<file path="config.mk">
export PLATFORM = sky130hd
export DESIGN_NAME = car_sequencer
export DESIGN_NICKNAME = d
export VERILOG_FILES = /design/src/rtl/car_sequencer.sv
export SDC_FILE = /design/constraint.sdc
export NUM_CORES = 1
export LEC_CHECK = 0
export ABC_AREA = 1
export CORE_ASPECT_RATIO = 0.9
export CORE_MARGIN = 2
export CORE_UTILIZATION = 39
export CTS_CLUSTER_DIAMETER = 100
export DETAILED_ROUTE_END_ITERATION = 6
export PLACE_DENSITY = 0.75
export SETUP_SLACK_MARGIN = 0.1
export SLEW_MARGIN = 0
export SYNTH_ARGS = -nofsm -noshare
export SYNTH_HDL_FRONTEND = slang
export SYNTH_SLANG_ARGS = --single-unit
</file>
<file path="constraint.sdc">
create_clock -name clock -period 1.56 [get_ports clock]
set_clock_uncertainty 0.2 [all_clocks]
set_input_delay 0.312 -clock clock [delete_from_list [all_inputs] [get_ports clock]]
set_output_delay 0.312 -clock clock [all_outputs]
set_load 0.1 [all_outputs]
</file>
<file path="src/rtl/car_sequencer.sv">
// Command sequencer for the CAR register set: decodes one command at a time
// and drives the per-CAR strobes for one or two execute cycles.
module car_sequencer #(
    parameter int unsigned NCAR = 5
) (
    input  logic            clock,
    input  logic            clear_n,
    input  logic            cmd_valid,
    output logic            cmd_ready,
    input  logic [3:0]      cmd_op,
    input  logic [2:0]      cmd_sel,
    input  logic [2:0]      cmd_dst,
    output logic [NCAR-1:0] car_inc,
    output logic [NCAR-1:0] car_dec,
    output logic [NCAR-1:0] car_xbus_load_n,
    output logic [NCAR-1:0] car_xbus_assert_n,
    output logic [NCAR-1:0] car_addr_assert_n,
    output logic            done,
    output logic            cmd_err
);

    typedef enum logic [1:0] {IDLE, EXEC1, EXEC2, ERR} state_t;

    typedef enum logic [3:0] {
        OP_NOP   = 4'd0,
        OP_INC   = 4'd1,
        OP_DEC   = 4'd2,
        OP_ADDR  = 4'd3,
        OP_LOAD  = 4'd4,
        OP_STORE = 4'd5,
        OP_MOVE  = 4'd6,
        OP_PUSH  = 4'd7,
        OP_POP   = 4'd8
    } op_t;

    localparam int unsigned     SP_IDX = 2;
    localparam logic [NCAR-1:0] SP_HOT = NCAR'(1) << SP_IDX;
    localparam logic [3:0]      NCAR_W = 4'(NCAR);

    state_t          state_q, state_d;
    op_t             op_q;
    logic [2:0]      sel_q, dst_q;
    logic            illegal;
    logic [NCAR-1:0] sel_hot, dst_hot;

    always_comb begin
        illegal = 1'b0;
        if (cmd_op > 4'd8)
            illegal = 1'b1;
        else if (cmd_op >= 4'd1 && cmd_op <= 4'd6 && {1'b0, cmd_sel} >= NCAR_W)
            illegal = 1'b1;
        if (cmd_op == OP_MOVE && ({1'b0, cmd_dst} >= NCAR_W || cmd_sel == cmd_dst))
            illegal = 1'b1;
    end

    always_ff @(posedge clock or negedge clear_n) begin
        if (!clear_n)
            state_q <= IDLE;
        else
            state_q <= state_d;
    end

    // Only legal commands are latched; ERR never looks at op/sel/dst.
    always_ff @(posedge clock or negedge clear_n) begin
        if (!clear_n) begin
            op_q  <= OP_NOP;
            sel_q <= '0;
            dst_q <= '0;
        end else if (cmd_valid && cmd_ready && !illegal) begin
            op_q  <= op_t'(cmd_op);
            sel_q <= cmd_sel;
            dst_q <= cmd_dst;
        end
    end

    always_comb begin
        sel_hot = '0;
        dst_hot = '0;
        for (int unsigned i = 0; i < NCAR; i++) begin
            sel_hot[i] = (sel_q == 3'(i));
            dst_hot[i] = (dst_q == 3'(i));
        end
    end

    always_comb begin
        state_d           = state_q;
        cmd_ready         = 1'b0;
        done              = 1'b0;
        cmd_err           = 1'b0;
        car_inc           = '0;
        car_dec           = '0;
        car_xbus_load_n   = '1;
        car_xbus_assert_n = '1;
        car_addr_assert_n = '1;
        case (state_q)
            IDLE: begin
                cmd_ready = 1'b1;
                if (cmd_valid)
                    state_d = illegal ? ERR : EXEC1;
            end
            EXEC1: begin
                state_d = IDLE;
                done    = 1'b1;
                case (op_q)
                    OP_INC:   car_inc           = sel_hot;
                    OP_DEC:   car_dec           = sel_hot;
                    OP_ADDR:  car_addr_assert_n = ~sel_hot;
                    OP_LOAD:  car_xbus_load_n   = ~sel_hot;
                    OP_STORE: car_xbus_assert_n = ~sel_hot;
                    OP_MOVE: begin
                        car_xbus_assert_n = ~sel_hot;
                        car_xbus_load_n   = ~dst_hot;
                    end
                    OP_PUSH: begin
                        car_dec = SP_HOT;
                        done    = 1'b0;
                        state_d = EXEC2;
                    end
                    OP_POP: begin
                        car_addr_assert_n = ~SP_HOT;
                        done              = 1'b0;
                        state_d           = EXEC2;
                    end
                    default: ;
                endcase
            end
            EXEC2: begin
                state_d = IDLE;
                done    = 1'b1;
                if (op_q == OP_PUSH)
                    car_addr_assert_n = ~SP_HOT;
                else
                    car_inc = SP_HOT;
            end
            ERR: begin
                state_d = IDLE;
                cmd_err = 1'b1;
            end
            default: state_d = IDLE;
        endcase
    end

endmodule

</file>
==> impl_metrics.ini, run 1 <==
[yosys]
synth-simple-area-share = 0.4643
synth_largest_area_cell = dfrtp_1
synth_top_cell_area_share = 0.2807
netlist_top_cells_area = dfrtp_1 (28%), nand2_1 (18%), inv_1 (8.4%)
ys_types = 25
synth_flop_cell = dfrtp_1
synth_area_um2 = 1070
synth_nets = 187
synth_edf_count = 0
synth_top_family_by_area = simple AND/OR/NAND/NOR gates
synth_compound_area_frac = 0.08772
ys_ff_latch = 12
synth-async-reset-ratio = 1.000
synth_xor_area_frac = 0.008187
synthAdderAreaFrac = 0.04678
seq_area_frac_synth = 0.2807
yosys_warnings = 0
synthMuxAreaShare = 0
postSynthAreaPerCell_um2 = 6.293
netlist_instances = 170
synthTopCellsByCount = nand2_1 (52), inv_1 (24), nor2_1 (16), nand3_1 (13), nand4_1 (13)
yosysMostFrequentCell = nand2_1

[status]
status = did not finish
haltStage = clock tree synthesis (4_1_cts)
tool.error = [ERROR DPL-0038] Utilization greater than 100%, impossible to legalize

[placed_design]
dp_hpwl_um = 3948
gp_congestion = 0.8681
io_buffers = 40

[clock_network]
clockRootBuffer = clkbuf_4
numCtsBuffers = 3
hold_buffers = 0
clk_path_buf_depth = 2
cts_setup_buffers = 9
cts_sinks = 12
htreeDepth = 1
cts-resized-gates = 89

[floorplan]
dieHeight_um = 53.69
start_util = 0.3992
rows = 18
fp.dieW_um = 59.21
io_pins = 41
-- cells by family after synthesis --
| family | count (synthesis) |
|---|---|
| and+or+nand+nor | 107 |
| buffers and inverters | 30 |
| AOI/OAI and AO/OA | 16 |
| DFF | 12 |
| adders and majority gates | 4 |
| xor gates and xnor gates | 1 |
-- metrics by stage --
stage	instance area [µm²]	setup WS, ps	cells	hold WS (ps)
detailed placement	2341	-463.0	288	333.8
global placement	2341	-335.0	288	296.0
floorplan	1259	-764.0	170	-183.6
==> inputs of run 2 (changes only) <==
--- a/config.mk
+++ b/config.mk
@@ -6,13 +6,10 @@
 export NUM_CORES = 1
 export LEC_CHECK = 0
 export ABC_AREA = 1
-export CORE_ASPECT_RATIO = 0.9
 export CORE_MARGIN = 2
-export CORE_UTILIZATION = 39
-export CTS_CLUSTER_DIAMETER = 100
+export CORE_UTILIZATION = 29
 export DETAILED_ROUTE_END_ITERATION = 6
-export PLACE_DENSITY = 0.75
-export SETUP_SLACK_MARGIN = 0.1
+export PLACE_DENSITY_LB_ADDON = 0.15
 export SLEW_MARGIN = 0
 export SYNTH_ARGS = -nofsm -noshare
 export SYNTH_HDL_FRONTEND = slang
==> constraint.sdc (replaced) <==
create_clock -name clock -period 2.03 [get_ports clock]
set_clock_uncertainty 0.2 [all_clocks]
set_input_delay 0.406 -clock clock [delete_from_list [all_inputs] [get_ports clock]]
set_output_delay 0.406 -clock clock [all_outputs]
set_load 0.1 [all_outputs]
==> run 2 against run 1 <==
The flow now finishes, with violations (negative setup slack). Area after synthesis unchanged. Synthesized cell count unchanged.
==> impl_metrics.ini, run 2 <==
[floorplan]
core_area_um2 = 3606
dieHeight_um = 64.74
rows = 22
die_area_um2 = 4191
start_util = 0.2967
fp.dieW_um = 64.74
io_pins = 41

[yosys]
synth-async-reset-ratio = 1.000
synth_largest_area_cell = dfrtp_1
netlist_top_cells_area = dfrtp_1 (28%), nand2_1 (18%), inv_1 (8.4%)
postSynthAreaPerCell_um2 = 6.293
yosysMostFrequentCell = nand2_1
synth_edf_count = 0
synth_nets = 187
ys_ff_latch = 12
seq_area_frac_synth = 0.2807
netlist_instances = 170
synth_top_cell_area_share = 0.2807
ys_types = 25
synth_flop_cell = dfrtp_1
yosys_warnings = 0
synthTopCellsByCount = nand2_1 (52), inv_1 (24), nor2_1 (16), nand3_1 (13), nand4_1 (13)
synth_area_um2 = 1070

[timing]
holdWs_ps = 313.3
setup_viol_count_final = 26
slew_violations = 0
setup_slack_ps = -210.0
tightest_slew_ps = 526.6
hold_viol = 0
fmax_mhz = 446.4
fin_crit_sh = 1.103
period_minus_slack_ps = 2240
fin_setup_tns_ps = -4576
maxSlewHeadroom = 0.6478
rsz0062_at_grt = true

[worst_setup_path]
crit_type = register to output pin
max_stage_delay_ps = 450
worstPathCellList = inv_4 > nor2_4 > nor2_2 > nor3_4 > nand4_1 > buf_12
arrival_ps = 1630
cp.buffers_inverters = 2
cp-start-kind = register
path_max_fanout = 5
cp_top_family = simple AND/OR/NAND/NOR gates
crit_slowest_cell = dfrtp_2
worstPathRequired_ps = 1420
endpoint_kind = output pin

[global_routing]
overflow = 0
grt_max_degree = 13
grt_pass1_vias = 1433
track_usage = 0.1916
grt_first_pass_wirelength_um = 6216
antenna_found_initial = 0

[cells_and_area]
antenna_cells = 0
num-fill-cells = 288
largest_registers = op_q: 4 flops, dst_q: 3 flops, sel_q: 3 flops
largest_reg_flops = 4
area_growth_pct = 128.2
mostFrequentLayoutCells = nand2_1 (43), buf_4 (31), buf_12 (28)
fin_area_um2 = 2441
regMostFlops = op_q
final_common_cell = nand2_1
drive_above_1_share = 0.5244
utilization = 0.6770
fin_nets = 264

[placed_design]
io_buffers = 40
gp_congestion = 0.8005
dp_hpwl_um = 2940
placedInstanceArea_um2 = 2130

[clock_network]
clockRootBuffer = clkbuf_8
numCtsBuffers = 3
hold_buffers = 0
cts_tree = done
worstSkewPairLatency_ps = 240
cts_sinks = 12
clk_path_buf_depth = 2
clkTransAtPathRegs_ps = 50
htreeDepth = 1

[route]
routed_wirelength_um = 3822
vias_per_cell = 4.888
drt_first_iter_violations = 46
drt_pre_antenna_iters = 4
ant_nets = 0
wire_per_inst_um = 13.00
drc = 0
num_vias = 1437

[status]
violations = negative setup slack
status = finished with violations

[run]
drv_cap = 0

[min_path]
min-delay-path-class = input port to asynchronous set/reset pin
run 2: worst paths after layout:
check	cells past startpoint	slack (ps)	to	start
worst max-delay path	6	-210	car_xbus_assert_n[4]	op_q[1]
worst min-delay path	1	310	sel_q[1]	clear_n
worst max register to register	7	400	op_q[2]	state_q[0]
worst min register to register	2	310	dst_q[0]	dst_q[0]
max in group asynchronous	1	940	op_q[1]	clear_n
min in group clock	2	310	dst_q[0]	dst_q[0]
run 2: worst reg2reg max path: stages, from the launching register on:
cell and delay, ps:
dfrtp_1 410, inv_1 170, ha_4 210, nand2_1 60
inv_1 90, nand3_2 190, nand2_1 120, nand2_1 60
run 2: final cells by class:
cell class | count | area (µm²) | share of cell area
well taps | 48 | 60.06 | 0.02460
flip-flops and latches | 12 | 305.3 | 0.1251
inverters | 27 | 108.9 | 0.04459
multi-input cells | 128 | 953.4 | 0.3906
repair buffers | 75 | 958.4 | 0.3926
clock buffers | 4 | 55.05 | 0.02255
run 2: timing repair:
action | in CTS | in global routing
buffers inserted | 9 | 4
setup endpoints to repair | 26 | 26
pin swaps | 11 | 7
resized for setup | 32 | 16
run 2: logic make-up after synthesis:
family / after synthesis / share of synthesized area
buffers and inverters: 30 / 0.1123
AOI/OAI and AO/OA: 16 / 0.08772
DFF: 12 / 0.2807
and+or+nand+nor: 107 / 0.4643
xor gates and xnor gates: 1 / 0.008189
adders and majority gates: 4 / 0.04679
run 2: per-stage QoR:
step | setup slack (ps) | cells
final | -210.0 | 294
after global routing | -291.8 | 294
after CTS | -197.2 | 290
after detailed placement | -43.15 | 277
after global placement | 6.846 | 277
after floorplan | -388.7 | 170
run 2: layer usage:
metal,vias to the layer above,global-route usage,share of wire
met3,13,0.03299,0.037
met1,668,0.1828,0.36
met4,0,0.1170,0.034
li1,715,-,-
met2,41,0.3737,0.57
met5,-,0,0
Power of run 2 is not shown: default switching activity piles up to over one toggle a cycle in this logic, so the estimate is an artifact.
